--- src/rtl/redmule_tile_sequencer.sv ---
`default_nettype none
// +--------------------------------------------------------------------------+
// | redmule_tile_sequencer: walks the row/w-col/x-col tile loop and emits    |
// | one descriptor per step over valid/ready.            Revision: 1.0       |
// +--------------------------------------------------------------------------+
module redmule_tile_sequencer #(
  parameter int unsigned ARRAY_WIDTH  = 12,
  parameter int unsigned ARRAY_HEIGHT = 8,
  parameter int unsigned PIPE_REGS    = 3
) (
  input  logic        clk_i,
  input  logic        rst_ni,
  input  logic        clear_i,
  input  logic        cfg_valid_i,
  input  logic [15:0] x_rows_iter_i,
  input  logic [15:0] x_cols_iter_i,
  input  logic [15:0] w_cols_iter_i,
  input  logic [7:0]  x_rows_lftovr_i,
  input  logic [7:0]  x_cols_lftovr_i,
  input  logic [7:0]  w_cols_lftovr_i,
  output logic        tile_valid_o,
  input  logic        tile_ready_i,
  output logic [15:0] row_idx_o,
  output logic [15:0] wcol_idx_o,
  output logic [15:0] xcol_idx_o,
  output logic [7:0]  rows_eff_o,
  output logic [7:0]  xcols_eff_o,
  output logic [7:0]  wcols_eff_o,
  output logic        first_acc_o,
  output logic        store_o,
  output logic [15:0] store_cnt_o,
  output logic        busy_o,
  output logic        done_o
);

  localparam int unsigned C_TILE      = ARRAY_HEIGHT * (PIPE_REGS + 1);
  localparam logic [7:0]  C_ROWS_FULL = 8'(ARRAY_WIDTH);
  localparam logic [7:0]  C_COLS_FULL = 8'(C_TILE);

  typedef enum logic [1:0] {
    IDLE = 2'd0,
    RUN  = 2'd1,
    DONE = 2'd2
  } state_e;

  state_e      r_state, w_state_nxt;
  logic [15:0] r_x_rows_iter, r_x_cols_iter, r_w_cols_iter;
  logic [7:0]  r_x_rows_lftovr, r_x_cols_lftovr, r_w_cols_lftovr;
  logic [15:0] r_row_idx, r_wcol_idx, r_xcol_idx, r_store_cnt;
  logic        r_done;
  logic        w_capture, w_enter_done, w_hs, w_zero_cfg, w_active;
  logic        w_row_last, w_wcol_last, w_xcol_last, w_final;

  assign w_zero_cfg  = (x_rows_iter_i == 16'd0) || (x_cols_iter_i == 16'd0) ||
                       (w_cols_iter_i == 16'd0);
  assign w_row_last  = (r_row_idx  == r_x_rows_iter - 16'd1);
  assign w_wcol_last = (r_wcol_idx == r_w_cols_iter - 16'd1);
  assign w_xcol_last = (r_xcol_idx == r_x_cols_iter - 16'd1);
  assign w_final     = w_row_last && w_wcol_last && w_xcol_last;
  assign w_hs        = (r_state == RUN) && tile_ready_i;

  always_comb begin
    w_state_nxt  = r_state;
    w_capture    = 1'b0;
    w_enter_done = 1'b0;
    case (r_state)
      IDLE: begin
        if (cfg_valid_i) begin
          w_capture = 1'b1;
          if (w_zero_cfg) begin
            w_state_nxt  = DONE;
            w_enter_done = 1'b1;
          end else begin
            w_state_nxt = RUN;
          end
        end
      end
      RUN: begin
        if (w_hs && w_final) begin
          w_state_nxt  = DONE;
          w_enter_done = 1'b1;
        end
      end
      DONE: begin
        // Wait for the tiler valid to drop so one level-high valid runs one job.
        if (!cfg_valid_i) w_state_nxt = IDLE;
      end
      default: w_state_nxt = IDLE;
    endcase
  end

  always_ff @(posedge clk_i or negedge rst_ni) begin
    if (!rst_ni) begin
      r_state <= IDLE;
      r_done  <= 1'b0;
    end else if (clear_i) begin
      r_state <= IDLE;
      r_done  <= 1'b0;
    end else begin
      r_state <= w_state_nxt;
      r_done  <= w_enter_done;
    end
  end

  always_ff @(posedge clk_i or negedge rst_ni) begin
    if (!rst_ni) begin
      r_x_rows_iter   <= '0;
      r_x_cols_iter   <= '0;
      r_w_cols_iter   <= '0;
      r_x_rows_lftovr <= '0;
      r_x_cols_lftovr <= '0;
      r_w_cols_lftovr <= '0;
      r_row_idx       <= '0;
      r_wcol_idx      <= '0;
      r_xcol_idx      <= '0;
      r_store_cnt     <= '0;
    end else if (clear_i) begin
      r_row_idx   <= '0;
      r_wcol_idx  <= '0;
      r_xcol_idx  <= '0;
      r_store_cnt <= '0;
    end else if (w_capture) begin
      r_x_rows_iter   <= x_rows_iter_i;
      r_x_cols_iter   <= x_cols_iter_i;
      r_w_cols_iter   <= w_cols_iter_i;
      r_x_rows_lftovr <= x_rows_lftovr_i;
      r_x_cols_lftovr <= x_cols_lftovr_i;
      r_w_cols_lftovr <= w_cols_lftovr_i;
      r_row_idx       <= '0;
      r_wcol_idx      <= '0;
      r_xcol_idx      <= '0;
      r_store_cnt     <= '0;
    end else if (w_hs) begin
      if (w_xcol_last) r_store_cnt <= r_store_cnt + 16'd1;
      // Indices freeze on the final tile so DONE still shows the last descriptor.
      if (!w_final) begin
        if (w_xcol_last) begin
          r_xcol_idx <= '0;
          if (w_wcol_last) begin
            r_wcol_idx <= '0;
            r_row_idx  <= r_row_idx + 16'd1;
          end else begin
            r_wcol_idx <= r_wcol_idx + 16'd1;
          end
        end else begin
          r_xcol_idx <= r_xcol_idx + 16'd1;
        end
      end
    end
  end

  assign w_active     = (r_state != IDLE);
  assign tile_valid_o = (r_state == RUN);
  assign busy_o       = (r_state == RUN);
  assign done_o       = r_done;
  assign row_idx_o    = r_row_idx;
  assign wcol_idx_o   = r_wcol_idx;
  assign xcol_idx_o   = r_xcol_idx;
  assign store_cnt_o  = r_store_cnt;
  assign first_acc_o  = w_active && (r_xcol_idx == 16'd0);
  assign store_o      = w_active && w_xcol_last;
  assign rows_eff_o   = !w_active ? 8'd0 :
                        (w_row_last && r_x_rows_lftovr != 8'd0) ? r_x_rows_lftovr : C_ROWS_FULL;
  assign xcols_eff_o  = !w_active ? 8'd0 :
                        (w_xcol_last && r_x_cols_lftovr != 8'd0) ? r_x_cols_lftovr : C_COLS_FULL;
  assign wcols_eff_o  = !w_active ? 8'd0 :
                        (w_wcol_last && r_w_cols_lftovr != 8'd0) ? r_w_cols_lftovr : C_COLS_FULL;

endmodule
`default_nettype wire

--- config.mk ---
export PLATFORM = sky130hd
export DESIGN_NAME = redmule_tile_sequencer
export DESIGN_NICKNAME = d
export VERILOG_FILES = /design/src/rtl/redmule_tile_sequencer.sv
export SDC_FILE = /design/constraint.sdc
export NUM_CORES = 1
export LEC_CHECK = 0
export CAP_MARGIN = 20
export CORE_MARGIN = 2
export CORE_UTILIZATION = 53
export CTS_CLUSTER_DIAMETER = 150
export DETAILED_ROUTE_END_ITERATION = 16
export GPL_ROUTABILITY_DRIVEN = 0
export PLACE_DENSITY = 0.82
export RECOVER_POWER = 50
export SYNTH_ARGS = -nofsm -noshare
export SYNTH_HDL_FRONTEND = slang
export SYNTH_SLANG_ARGS = --single-unit
--- constraint.sdc ---
create_clock -name clk_i -period 4.6 [get_ports clk_i]
set_clock_uncertainty 0.15 [all_clocks]
set_input_delay 0.92 -clock clk_i [delete_from_list [all_inputs] [get_ports clk_i]]
set_output_delay 0.92 -clock clk_i [all_outputs]
set_load 0.05 [all_outputs]
==> summary.txt <==
Clock network
  • CTS tree: built
  • Worst-Skew Late Latency: 0.43 ns
  • Clk sinks: 139
  • Clock tree buffer depth: 2
  • Root Driver: clkbuf_16
  • Clock slew at reported path FFs: 0.06 ns
  • H-Tree Depth: 4
  • CTS buffer count: 17

Synth
  • Flops & latches, synth: ~140
  • Syn Inst Count: between 900 and 1k
  • Post-synth EDFFs: 0
  • Mapped Nets: between 900 and 1k
  • Post-synth cell types: between 70 and 80
  • Top cell type's share of synthesized area: 0.406
  • Yosys top cell by area: dfrtp_1
  • Syn_area_per_cell: 9.42 um2
  • Post-synthesis sequential area ratio: 0.406
  • Synth top area cells: dfrtp_1, mux2_2, xor2_1
  • Ys flop type: dfrtp_1
  • Ys async rst share: 1.00
  • Yosys warnings: 0
  • Syn Std Cell Area: between 8000 and 9000 um2

Setup path
  • Critical Path Source Type: flip-flop
  • Largest stage delay, worst path: 0.54 ns
  • Cell Chain, Critical Path: or4_4, or3_4, or4b_4, a211o_1, nor4b_4, nand2_2, nor3_4, and2_4, buf_12
  • Kind of critical path: flip-flop to output port
  • Critical path required time: between 3 and 4 ns
  • CP Capture Type: output port
  • CP max FO: 5
  • Crit-path slowest cell: or4_4
  • CP arrival: approximately 3.6 ns

STA
  • Max Slew Vio Count: ~130
  • Final Hold Vio Count: 0
  • Worst slew margin: -0.625
  • Final setup viols: 5
  • Unrepaired setup endpoints after global routing: true
  • F_max: around 220 MHz
  • Setup ws final: -0.0288 ns
  • Least-Margin Pin Slew: 2.44 ns
  • Final min period: roughly 4.6 ns
  • Final Cycle Share: 1.01

Route
  • Drt initial violations: approximately 630
  • DR WL/cell: roughly 19 um
  • Drt first pass iters: 7
  • DRT Wirelength: 24900 um
  • Total number of vias: slightly below 8k
  • Drt drc: 0
  • Vias per cell: a little over 6
  • Antenna Nets Post-Route: 0

Power
  • Peak VDD IR: roughly 290 uV
  • Leakage: roughly 4.6 nW
  • Pwr dens: ~330 nW/um2
  • Total power: about 3.8 mW

Cells and area
  • Area Overhead vs Synth: 34.7%
  • Fillcell total: about 1.1k
  • Diode count: 0
  • Commonest non-fill, non-tap cell in the layout: dfrtp_1
  • Layout cells sized above 1: 0.182
  • Fin util: 0.729
  • Nets: about 1.2k
  • Commonest cells after routing, fill and taps aside: dfrtp_1, clkdlybuf4s50_1, nor2_1

Global route
  • Vias in the first global route: 7980
  • Initial antenna violation count: 0
  • Aggregate global routing overflow: 0
  • Largest net degree at the start of global routing: just under 100
  • Global-route wire length before repair: roughly 40000 um
  • Global-route total usage across every layer: 0.294

Die
  • Die H: between 100 and 150 um
  • Initial Util: 0.541
  • Die area: roughly 17000 um2
  • Core box area: 15800 um2
  • Std cell rows: 46
  • Die Wd: about 130 um
  • Io pins: 170

Place
  • PortBufs: ~170
  • Post-DP HPWL: ~18000 um

Status
  • Status: complete, but fails checks
  • Failing checks: max-capacitance violations, max-slew violations, negative setup slack

Min path
  • Min-delay worst type: flip-flop to flip-flop

Job
  • Max Cap Violations: 2
per-layer routing:
metal	global-route usage	wire [um]
met5	0	0
met1	0.363	9920
met4	0.104	677
met3	0.0806	1870
met2	0.498	12400
registers in the layout, summed over array words and instances (netlist names):
register and count:
done_o 1, r_state 2, r_w_cols_iter 16, r_w_cols_lftovr 8, r_x_cols_iter 16, r_x_cols_lftovr 8
r_x_rows_iter 16, r_x_rows_lftovr 8, row_idx_o 16, store_cnt_o 16, wcol_idx_o 16, xcol_idx_o 16
synth_stat cells, types with 5 or more instances:
library cell / instances
dfrtp_1: 139
nor2_1: 94
mux2_2: 66
nand2_1: 50
xor2_1: 48
a21oi_1: 42
clkbuf_1: 35
nor4_1: 35
xnor2_1: 35
nand3_1: 31
nor3_1: 27
and2_1: 25
nand4_1: 24
o21ai_0: 24
inv_1: 21
and3_1: 19
or4_1: 19
or3_1: 17
o31ai_1: 11
mux2i_1: 9
ha_1: 8
nand2b_1: 8
nor2b_1: 8
nor3b_1: 7
o211ai_1: 6
o21ai_1: 6
a211oi_1: 5
per-stage QoR:
step	instances	hold WS, ns	instance area, um2	setup TNS, ns	setup WS [ns]
floorplan	910	0.315	8590	0	0.0348
global placement	1267	0.349	10700	0	0.116
detailed placement	1267	0.361	10700	-0.412	-0.0935
CTS	1304	0.371	11500	-0.579	-0.107
global route	1308	0.377	11500	-2.03	-0.130
finish	1308	0.371	11500	-0.130	-0.0288
power by group:
| group | internal, mW | switching, mW |
|---|---|---|
| logic | 0.376 | 0.402 |
| registers | 1.35 | 0.177 |
| clock network | 0.979 | 0.566 |
critical path: cells and delay by family (launching register included):
family	cells	cell delay, ns
compound gates	1	0.31
buf+inv	1	0.13
flops	1	0.37
simple gates	7	2.33
path summary, 6_finish.rpt:
kind | startpoint | endpoint | slack, ns | depth (start not counted)
max | r_x_rows_iter[6] | rows_eff_o[5] | -0.03 | 9
min | r_x_cols_lftovr[5] | r_x_cols_lftovr[5] | 0.37 | 1
max reg2reg | r_state[1] | r_w_cols_iter[13] | 0.35 | 6
min reg2reg | r_x_cols_lftovr[5] | r_x_cols_lftovr[5] | 0.37 | 1
max in group asynchronous | rst_ni | xcol_idx_o[1] | 1.09 | 2
min in group asynchronous | rst_ni | r_x_rows_lftovr[5] | 1.09 | 1
logic make-up after synthesis:
kind of cell | synth area share
mux | 0.0973
buf+inv | 0.0362
flops | 0.406
xor+xnor | 0.0848
simple gates | 0.256
fa+ha+maj | 0.0117
compound gates | 0.108
repair_timing:
item	4_1_cts	5_1_grt
buffers inserted	6	4
setup endpoints to repair	21	21
gates resized for setup	23	14
pin swaps	9	6
hold buffers	0	0
cell type report:
type / instances / area [um2] / area share
Multi-Input combinational cell: 702 / 4940 / 0.428
Sequential cell: 139 / 3480 / 0.301
Timing Repair Buffer: 199 / 2120 / 0.184
Clock buffer: 18 / 439 / 0.0380
Tap cell: 216 / 270 / 0.0234
Clock inverter: 13 / 216 / 0.0188
Inverter: 21 / 78.8 / 0.00683
(Power assumes the default switching activity.)
